===== src/rtl/cdma_dc_pkg.sv =====
// rtl/cdma_dc_pkg.sv - shared types and constants for the CDMA direct-convolution request path
//
// Contents:
//   ATOM_SHIFT     log2 of the 32-byte atom size
//   DC_FIFO_DEPTH  depth of the DC latency FIFO (initial credit value)
//   dc_tag_t       tag pushed into the DC FIFO: {last, size}
//   dc_state_t     request-issuer FSM states
package cdma_dc_pkg;

   localparam int ATOM_SHIFT    = 5;
   localparam int DC_FIFO_DEPTH = 128;

   typedef struct packed {
      logic       last;
      logic [4:0] size;
   } dc_tag_t;

   typedef enum logic [1:0] {
      ST_IDLE  = 2'd0,
      ST_REQ   = 2'd1,
      ST_FLUSH = 2'd2
   } dc_state_t;

endpackage


===== src/rtl/cdma_dc_credit_cnt.sv =====
// rtl/cdma_dc_credit_cnt.sv - up/down credit counter bounded by the DC FIFO depth
//
// Ports:
//   clk, reset_  clock, asynchronous active-low reset
//   dec          one credit consumed (DMA request accepted)
//   inc          one credit returned (FIFO popped on the read side)
//   cnt          available credits, resets to DEPTH
//   err          sticky: a credit came back while the count was already full
module cdma_dc_credit_cnt
   import cdma_dc_pkg::*;
#(
   parameter int DEPTH = DC_FIFO_DEPTH
) (
   input  logic       clk,
   input  logic       reset_,
   input  logic       dec,
   input  logic       inc,
   output logic [7:0] cnt,
   output logic       err
);

   localparam logic [7:0] FULL = 8'(DEPTH);

   always_ff @(posedge clk or negedge reset_) begin
      if (!reset_) begin
         cnt <= FULL;
         err <= 1'b0;
      end else begin
         if (inc && (cnt == FULL)) begin
            err <= 1'b1;
         end
         // A simultaneous consume and return cancel out; a return at full is dropped.
         if (dec && !inc) begin
            cnt <= cnt - 8'd1;
         end else if (inc && !dec && (cnt != FULL)) begin
            cnt <= cnt + 8'd1;
         end
      end
   end

endmodule


===== src/rtl/cdma_dc_req_issuer.sv =====
// rtl/cdma_dc_req_issuer.sv - splits a read command into DMA requests and pushes one tag per request into the DC FIFO
//
// Ports:
//   clk, reset_                      clock, asynchronous active-low reset
//   cmd_valid/cmd_ready              command handshake; cmd_addr/cmd_num/cmd_size sampled on it
//   dma_rd_req_valid/ready           DMA read request handshake; addr/size of the request
//   fifo_wr_req/fifo_wr_ready        tag push toward the DC FIFO; fifo_wr_data = {last, size}
//   credit_ret                       one pulse per FIFO pop on the read side
//   credit_cnt/credit_err            available credits, sticky over-return flag
//   idle                             no command in flight and no tag held
module cdma_dc_req_issuer
   import cdma_dc_pkg::*;
#(
   parameter int AW    = 64,
   parameter int NUM_W = 13,
   parameter int DEPTH = DC_FIFO_DEPTH
) (
   input  logic             clk,
   input  logic             reset_,
   input  logic             cmd_valid,
   output logic             cmd_ready,
   input  logic [AW-1:0]    cmd_addr,
   input  logic [NUM_W-1:0] cmd_num,
   input  logic [4:0]       cmd_size,
   output logic             dma_rd_req_valid,
   input  logic             dma_rd_req_ready,
   output logic [AW-1:0]    dma_rd_req_addr,
   output logic [4:0]       dma_rd_req_size,
   output logic             fifo_wr_req,
   input  logic             fifo_wr_ready,
   output logic [5:0]       fifo_wr_data,
   input  logic             credit_ret,
   output logic [7:0]       credit_cnt,
   output logic             credit_err,
   output logic             idle
);

   dc_state_t        state;
   dc_state_t        state_nxt;
   logic [AW-1:0]    cur_addr;
   logic [AW-1:0]    addr_step;
   logic [NUM_W-1:0] remain;
   logic [4:0]       size_r;
   dc_tag_t          tag_r;
   logic             tag_vld;
   logic             tag_vld_nxt;
   logic             cmd_hs;
   logic             dma_hs;
   logic             tag_pop;
   logic             last_req;

   assign cmd_hs      = cmd_valid && cmd_ready;
   assign dma_hs      = dma_rd_req_valid && dma_rd_req_ready;
   assign tag_pop     = tag_vld && fifo_wr_ready;
   assign last_req    = (remain == '0);
   assign addr_step   = AW'({1'b0, size_r} + 6'd1) << ATOM_SHIFT;
   // A load and a pop in the same cycle leave the slot full with the new tag.
   assign tag_vld_nxt = dma_hs || (tag_vld && !tag_pop);

   always_ff @(posedge clk or negedge reset_) begin
      if (!reset_) begin
         state <= ST_IDLE;
      end else begin
         state <= state_nxt;
      end
   end

   always_comb begin
      state_nxt = state;
      case (state)
         ST_IDLE:  if (cmd_hs)                  state_nxt = ST_REQ;
         ST_REQ:   if (dma_hs && last_req)      state_nxt = ST_FLUSH;
         ST_FLUSH: if (!tag_vld || tag_pop)     state_nxt = ST_IDLE;
         default:                               state_nxt = ST_IDLE;
      endcase
   end

   // A request is only offered when its tag is guaranteed a slot: either the
   // slot is empty or the held tag leaves this cycle.
   always_comb begin
      dma_rd_req_valid = (state == ST_REQ) && (credit_cnt != 8'd0) &&
                         (!tag_vld || fifo_wr_ready);
   end

   always_ff @(posedge clk or negedge reset_) begin
      if (!reset_) begin
         cmd_ready <= 1'b1;
         idle      <= 1'b1;
         cur_addr  <= '0;
         remain    <= '0;
         size_r    <= '0;
         tag_r     <= '0;
         tag_vld   <= 1'b0;
      end else begin
         cmd_ready <= (state_nxt == ST_IDLE);
         idle      <= (state_nxt == ST_IDLE) && !tag_vld_nxt;
         if (cmd_hs) begin
            cur_addr <= cmd_addr;
            remain   <= cmd_num;
            size_r   <= cmd_size;
         end else if (dma_hs) begin
            cur_addr <= cur_addr + addr_step;
            if (!last_req) begin
               remain <= remain - NUM_W'(1);
            end
         end
         if (dma_hs) begin
            tag_r <= '{last: last_req, size: size_r};
         end
         tag_vld <= tag_vld_nxt;
      end
   end

   assign dma_rd_req_addr = cur_addr;
   assign dma_rd_req_size = size_r;
   assign fifo_wr_req     = tag_vld;
   assign fifo_wr_data    = tag_r;

   cdma_dc_credit_cnt #(
      .DEPTH (DEPTH)
   ) u_credit (
      .clk    (clk),
      .reset_ (reset_),
      .dec    (dma_hs),
      .inc    (credit_ret),
      .cnt    (credit_cnt),
      .err    (credit_err)
   );

endmodule


===== config.mk =====
export PLATFORM = sky130hd
export DESIGN_NAME = cdma_dc_req_issuer
export DESIGN_NICKNAME = d
export VERILOG_FILES = /design/src/rtl/cdma_dc_pkg.sv /design/src/rtl/cdma_dc_credit_cnt.sv /design/src/rtl/cdma_dc_req_issuer.sv
export SDC_FILE = /design/constraint.sdc
export NUM_CORES = 1
export LEC_CHECK = 0
export BUFFER_PORTS_ARGS = -buffer_cell sky130_fd_sc_hd__buf_4
export CAP_MARGIN = 40
export CORE_ASPECT_RATIO = 0.7
export CORE_MARGIN = 4
export CORE_UTILIZATION = 35
export DETAILED_ROUTE_END_ITERATION = 12
export GPL_ROUTABILITY_DRIVEN = 0
export RECOVER_POWER = 100
export SLEW_MARGIN = 5
export SYNTH_ARGS = -nofsm -noshare
export SYNTH_HDL_FRONTEND = slang
export SYNTH_SLANG_ARGS = --single-unit

===== constraint.sdc =====
create_clock -name clk -period 3.4 [get_ports clk]
set_clock_uncertainty 0.1 [all_clocks]
set_input_delay 0.85 -clock clk [delete_from_list [all_inputs] [get_ports clk]]
set_output_delay 0.85 -clock clk [all_outputs]
set_load 0.02 [all_outputs]

* Word level (Yosys, flattened, before mapping)
Index checks and enable logic that the tools add are counted.
** Word-level totals
- Bits in latches :: 0
- Output and inout port bits :: 88
- Register bits :: 102
- Bits in writable memories :: 0
- Memories kept :: 0
- ROM bits :: 0
- Logic and storage cells :: 59
- Bits of input ports :: 88
** Cells by class
- Reduce and logical (&&, ||, !) cells :: 27
- Shift-type cells :: 0
- Multiplexer cells :: 11
- Div/mod/pow operators :: 0
- $mul :: 0
- Magnitude comparators :: 0
- Equality and inequality tests :: 5
- $add $sub $neg :: 5
- Bitwise operators :: 0
** Operators with widths (count)
- $mux W64 :: 2
- $add A64 B11 Y64 :: 1
- $mux W13 :: 3
- $mux W8 :: 2
- $logic_not A13 Y1 :: 1
- $sub A13 B1 Y13 const B :: 1
- $logic_and A1 B1 Y1 :: 12
- $add A8 B1 Y8 const B :: 1
- $eq A8 B8 Y1 const B :: 1
- $ne A8 B8 Y1 const B :: 1
- $reduce_bool A8 Y1 :: 1
- $sub A8 B1 Y8 const B :: 1
- $add A5 B1 Y6 const B :: 1
- $mux W2 :: 3
- $pmux W2 S3 :: 1
- $logic_not A1 Y1 :: 5
- $logic_not A2 Y1 :: 2
- $reduce_bool A2 Y1 :: 2
- $logic_or A1 B1 Y1 :: 3
- $eq A2 B1 Y1 const B :: 1
- $eq A2 B2 Y1 const B :: 1
- $ne A2 B2 Y1 const B :: 1
- $reduce_and A2 Y1 :: 1

* Longest topological paths before layout
Gate-level depths: netlist (run 1).
- Depth in word-level cells :: 9
- Depth in mapped cells :: 12
- Mapped depth without buffers :: 11

* Modules after synthesis
A second synthesis (run 1) with hierarchy kept.
** Unflattened totals
- Cell total of the unflattened synthesis :: 670
- Area, all modules :: 6042.0 µm²
** Modules (own cells, without submodules)
- cdma_dc_req_issuer :: area each 5517.8 µm², instances 1, seq. area each 2329.7 µm², cells each 623
- cdma_dc_credit_cnt :: area each 524.3 µm², instances 1, seq. area each 226.5 µm², cells each 47

* Least setup slack after synthesis (run 1)
No wires, ideal clock.
- Kind :: register to register
- Start :: register u_credit.cnt[3]
- End :: register u_credit.cnt[7]
- Slack :: -0.034 ns
- Path buffers :: 1
- Stages on the path, launching flop included :: 12
- Arrival time :: 3.259 ns
- Data required time :: 3.225 ns
- Clock period less this slack :: 3.434 ns
- Setup time :: 0.075 ns
- Cell sequence :: dfrtp_1 or4_1 nor2_1 or3_1 clkbuf_1 inv_1 ha_1 a21oi_1 o211ai_1 o41ai_1 mux2_2 mux2i_1
** On the way
- Longest elaborated chain between the ends :: 8
- Elaborated cells between the ends (all ways) :: 14
- Classes of those cells :: 2 x add/sub; 1 x eq/ne; 2 x mux; 9 x reduce/logical
** RTL lines
- start: declaration :: RTL line cdma_dc_credit_cnt.sv:18 : output logic [7:0] cnt,
- start signal: assignment :: RTL line cdma_dc_credit_cnt.sv:34 : cnt <= cnt - 8'd1;
- start signal: assignment :: RTL line cdma_dc_credit_cnt.sv:36 : cnt <= cnt + 8'd1;
- parallel branches: the longest is 8 deep, another holds $add A8 B1 Y8
Several ways; the timed one is not identified. The select of a mux whose other input is x is not followed.
A chain may end at the register's enable or synchronous reset.

* Worst setup path in the final report (run 1)
Same ends and word-level chain as after synthesis.

==> impl_metrics.tcl, run 1 <==
set metrics [dict create \
    area_delta_synth_final_pct 29.0 \
    endpoint_kind "flop" \
    fin_util_pct 46.9 \
    coreArea_um2 15800 \
    power_mw 6.84 \
    vias 5436 \
    wl_per_cell_um 17.0 \
    drv_slew 129 \
    firstDrtPassIters 4 \
    violations "max-capacitance violations, max-slew violations" \
    irDropWorstVdd_mv 0.344 \
    cts.path.max_buffers 2 \
    drt-total-wl_um 18000 \
    dr.max_layer_used "met4" \
    grt_max_degree 91 \
    dp.cells 1041 \
    fin_crit_sh_pct 92.2 \
    cts_root_buf "clkbuf_16" \
    seq_area_frac_synth_pct 44.6 \
    drive_above_1_share_pct 17.0 \
    cts_tree "done" \
    regToRegStartpoint "u_credit.cnt[3]" \
    cts-buffers-inserted 9 \
    crit_start "u_credit.cnt[3]" \
    clock_latency_ns 0.35 \
    dieArea_um2 18500 \
    rsz0062_at_grt "no" \
    overflow 0 \
    cts_setup_buffers 0 \
    period_needed_ns 3.13 \
    grt_pass1_wl_um 29000 \
    cts.sink_count 102 \
    cts_hold_buf 0 \
    hold_path.class "flop to flop" \
    track_usage_pct 19.5 \
    final_cell_mix "120 x nand2_1, 102 x buf_4, 99 x dfrtp_1" \
    worst_slack_ns 0.266 \
    synth_flop_cell "dfrtp_1" \
    yosysUniqueCellTypes 55 \
    syn_nets 755 \
    p_leak_nw 3.10 \
    synth_area_um2 5730 \
    ctsResizeCount 0 \
    antenna_found_initial 0 \
    crit_fanout 6 \
    final-hold-violation-count 0 \
    max_freq_mhz 319 \
    finalSetupViolCount 0 \
    met1_length_um 8960 \
    hold_start "u_credit.err" \
    synth-edff-count 0 \
    power.density_nw_per_um2 925 \
    hold_ws_ns 0.359 \
    io_pins 176 \
    ys_ff_latch 102 \
    htree_levels 3 \
    status "complete, but fails checks" \
    yosys_warnings 0 \
    grt_pass1_vias 5562 \
    fin_nets 936 \
    async_reset_ff_share_pct 100 \
    path_clk_slew_ns 0.07 \
    via_per_inst 5.15 \
    critPathArrivalTime_ns 3.31 \
    fill_cells 1618 \
    die_y_um 115 \
    layout_commonest_cell "nand2_1" \
    drc 0 \
    wl_met3_um 1070 \
    dieWidth_um 161 \
    dpl_worst_slack_ns -0.0586 \
    syn_area_per_cell_um2 8.81 \
    rows 38 \
    fin_cells 1056 \
    slew_headroom_pct -60.8 \
    max_cap_viol_count 2 \
    io_buffers 175 \
    drtIter0Drc 310 \
    ant_nets 0 \
    tightestPinTransition_ns 2.41 \
    crit_type "flop to flop" \
    syn_inst 651 \
    hpwl_um 13500 \
    initial_utilization_pct 36.3 \
    cp_data_required_time_ns 3.57 \
    num_antenna_cells 0 \
    dr_wl_met2_um 7700 \
    worst_setup_path_start_kind "flop" \
]
-- through the flow --
step | instance area, µm² | TNS, ns
floorplan | 5740 | 0
global placement | 7410 | 0
detailed placement | 7440 | -0.0586
CTS | 7780 | 0
global route | 7400 | 0
finish | 7400 | 0
-- critical path: stages (launching register included) --
cell and delay, ns:
dfrtp_1 0.42, or4_1 0.60, nor2_1 0.16, or3_1 0.15
inv_1 0.10, ha_1 0.38, nand3_1 0.13, o211ai_1 0.13
o41ai_2 0.35, mux2_2 0.39, mux2i_1 0.14
-- sequential cells by signal, indices dropped and copies added, names as in the netlist --
signal / count
fifo_wr_data: 6
cmd_ready: 1
dma_rd_req_addr: 64
state: 2
u_credit.err: 1
u_credit.cnt: 8
idle: 1
remain: 13
dma_rd_req_size: 5
fifo_wr_req: 1
-- worst paths after layout --
| path | cells past startpoint | slack (ns) | endpoint |
|---|---|---|---|
| worst max-delay path | 10 | 0.27 | u_credit.cnt[7] |
| worst min-delay path | 1 | 0.36 | u_credit.err |
| worst max register to register | 10 | 0.27 | u_credit.cnt[7] |
| worst min register to register | 1 | 0.36 | u_credit.err |
| max in group asynchronous | 2 | 0.64 | dma_rd_req_addr[36] |
| min in group asynchronous | 1 | 1.12 | remain[7] |
-- kinds of logic after synthesis --
kind of cell / synth area share (%)
compound gates: 12.5
xor+xnor: 8.40
fa+ha+maj: 3.75
buf+inv: 2.99
flops: 44.6
mux: 1.53
simple gates: 26.3
-- synth_stat cells, types with 5 or more instances --
cell      instances  share of area [%]
a21o_1            5               0.65
a21oi_1           9               0.79
a31oi_1          23                2.5
and3_1            6               0.65
clkbuf_1         26                1.7
dfrtp_1          99                 43
ha_1             14                3.1
inv_1            16                1.0
mux2_2            6                1.2
nand2_1         121                7.9
nand2b_1          6               0.65
nand3_1          34                3.0
nand4_1          25                2.7
nor2_1           45                2.9
nor3_1            9               0.79
nor4_1            9               0.98
o21ai_0          61                5.3
o31ai_1           9                1.2
or3_1            13                1.4
or4_1             8                1.0
xnor2_1          19                2.9
xor2_1           36                5.5
-- routing by layer --
metal	track usage, %	vias to the layer above
li1	-	2675
met4	5.68	0
met1	28.4	2585
met2	28.5	156
met5	0	-
met3	5.27	20
-- area by class of cell --
| type | instances | area [µm²] | share of cell area [%] |
|---|---|---|---|
| clock buffer | 11 | 243 | 3.28 |
| clock inverter | 4 | 95.1 | 1.29 |
| inverter | 16 | 60.1 | 0.812 |
| multi-input combinational | 504 | 3020 | 40.8 |
| sequential | 102 | 2560 | 34.6 |
| tap | 220 | 275 | 3.72 |
| timing repair buffer | 199 | 1150 | 15.5 |
-- report_power, final --
group / internal (mW) / switching (mW) / total [mW]
registers: 1.79 / 0.686 / 2.48
clock network: 0.735 / 0.450 / 1.19
logic: 1.17 / 2.01 / 3.18
total: 3.69 / 3.15 / 6.84
(Power assumes the default switching activity.)
==> run 2: changes to the inputs <==
Settings changed: CORE_ASPECT_RATIO 0.7 to not set.
==> run 2 against run 1 <==
  * The flow still finishes with violations (max-capacitance violations, max-slew violations)
  * Via count increased by 0.28%
  * Wire length decreased by 5.9%
  * Sequential share of layout area increased by 0.31 points
  * Hold slack got worse by 0.0027 ns
  * Register-to-register slack about the same
  * Design area decreased by 0.88%
  * Clock power decreased by 6%
  * Core utilization decreased by 0.87 points
  * Critical path depth unchanged
  * Flip-flop and latch count unchanged
  * Sequential power about the same
  * Global-route usage decreased by 0.90 points
  * Critical path type unchanged
==> impl_metrics.tcl, run 2 (synthesis gave the netlist of run 1 again) <==
set metrics [dict create \
    crit_end "dma_rd_req_addr[63]" \
    grt_use_met3_pct 3.40 \
    io_buffers 175 \
    final_cell_mix "120 x nand2_1, 99 x dfrtp_1, 99 x buf_4" \
    rrSetupSlack_ns 0.28 \
    die_y_um 136 \
    coreArea_um2 15900 \
    worst_setup_path_start_kind "flop" \
    crit_fanout 10 \
    num_antenna_cells 0 \
    wl_per_cell_um 16.1 \
    top_usage_layer "met2" \
    regToRegStartpoint "dma_rd_req_size[1]" \
    largest_reg_flops 64 \
    cts_setup_buffers 0 \
    dieWidth_um 136 \
    firstDrtPassIters 6 \
    drtIter0Drc 282 \
    grt_use_met1_pct 24.7 \
    critPathArrivalTime_ns 3.30 \
    status "complete, but fails checks" \
    ant_nets 0 \
    cts.path.max_buffers 2 \
    initial_utilization_pct 36.0 \
    drv_slew 64 \
    cts_hold_buf 0 \
    cp_data_required_time_ns 3.58 \
    via_per_inst 5.20 \
    fin_nets 932 \
    clock_latency_ns 0.35 \
    final-hold-violation-count 0 \
    max_cap_viol_count 1 \
    antenna_found_initial 0 \
    hpwl_um 12600 \
    drt-total-wl_um 16900 \
    power.density_nw_per_um2 914 \
    rsz0062_at_grt "no" \
    period_needed_ns 3.12 \
    drc 0 \
    violations "max-capacitance violations, max-slew violations" \
    grt_pass1_vias 5426 \
    htree_levels 3 \
    use_met2_pct 30.1 \
    endpoint_kind "flop" \
    reg2reg_depth 10 \
    hold_path.class "flop to flop" \
    cts_root_buf "clkbuf_16" \
    rows 46 \
    fin_crit_sh_pct 91.9 \
    vias 5451 \
    tightestPinTransition_ns 1.95 \
    layout_commonest_cell "nand2_1" \
    r2r-end "dma_rd_req_addr[63]" \
    cts_tree "done" \
    slew_headroom_pct -30.3 \
    path_clk_slew_ns 0.07 \
    crit_start "dma_rd_req_size[1]" \
    io_pins 176 \
    hold_ws_ns 0.356 \
    irDropWorstVdd_mv 0.318 \
    track_usage_pct 18.6 \
    max_freq_mhz 320 \
    tns_ns 0 \
    drive_above_1_share_pct 16.4 \
    area_delta_synth_final_pct 27.9 \
    grt_max_degree 64 \
    crit_type "flop to flop" \
    dieArea_um2 18500 \
    finalSetupViolCount 0 \
    grt_pass1_wl_um 27500 \
    p_leak_nw 3.06 \
    cts.sink_count 102 \
    overflow 0 \
    cts-buffers-inserted 9 \
]
==> run 2: layout make-up <==
cell class,instances,area [µm²]
Tap cell,216,270
Inverter,16,60.1
Sequential cell,102,2560
Multi-Input combinational cell,504,3010
Fill cell,1678,8610
Timing Repair Buffer,195,1120
Clock inverter,4,70.1
Clock buffer,12,246
==> run 2: layer usage <==
metal	vias up	share of wire [%]
met5	-	0
li1	2663	-
met2	162	47
met1	2607	45
met3	19	6.1
met4	0	1.9
==> run 2: how the worst min path moves through the flow <==
stage / from / to / slack, ns / cells past startpoint
3_3_place_gp: u_credit.err / u_credit.err / 0.35 / 1
6_report: u_credit.err / u_credit.err / 0.36 / 1
2_1_floorplan: state[1] / cmd_ready / 0.40 / 1
3_5_place_dp: u_credit.err / u_credit.err / 0.35 / 1
5_1_grt: u_credit.err / u_credit.err / 0.40 / 1
4_1_cts: u_credit.err / u_credit.err / 0.37 / 1
==> run 2: critical path, stage by stage (launching register included) <==
cell      delay [ns]
dfrtp_1         0.43
ha_1            0.22
nand3_1         0.10
xnor2_1         0.15
ha_1            0.35
and3_1          0.23
a221o_1         0.23
clkbuf_2        0.30
nand2_1         0.23
or4_1           0.53
a31oi_1         0.17
==> run 2: power by group <==
part / total, mW / leakage, nW / switching, mW / internal [mW]
sequential: 2.45 / 1.23 / 0.659 / 1.79
clock: 1.12 / 0.157 / 0.460 / 0.664
combinational: 3.13 / 1.68 / 1.97 / 1.16
==> run 2: what timing repair did <==
item | in CTS | in global routing
hold endpoints to repair | 0 | 0
gates resized for setup | 0 | 1
setup endpoints to repair | 0 | 1
==> run 2: per-stage QoR <==
stage | setup slack (ns) | std cells | cell area (µm²) | power [mW] | utilization (%)
detailed placement | -0.0231 | 1033 | 7400 | 6.02 | 46.4
floorplan | 0.0116 | 651 | 5740 | 4.53 | -
CTS | 0.201 | 1049 | 7710 | 7.19 | 48.4
global placement | 0.0448 | 1033 | 7400 | 5.92 | 46.4
global route | 0.0473 | 1049 | 7330 | 7.26 | 46.0
finish | 0.275 | 1049 | 7330 | 6.70 | 46.0
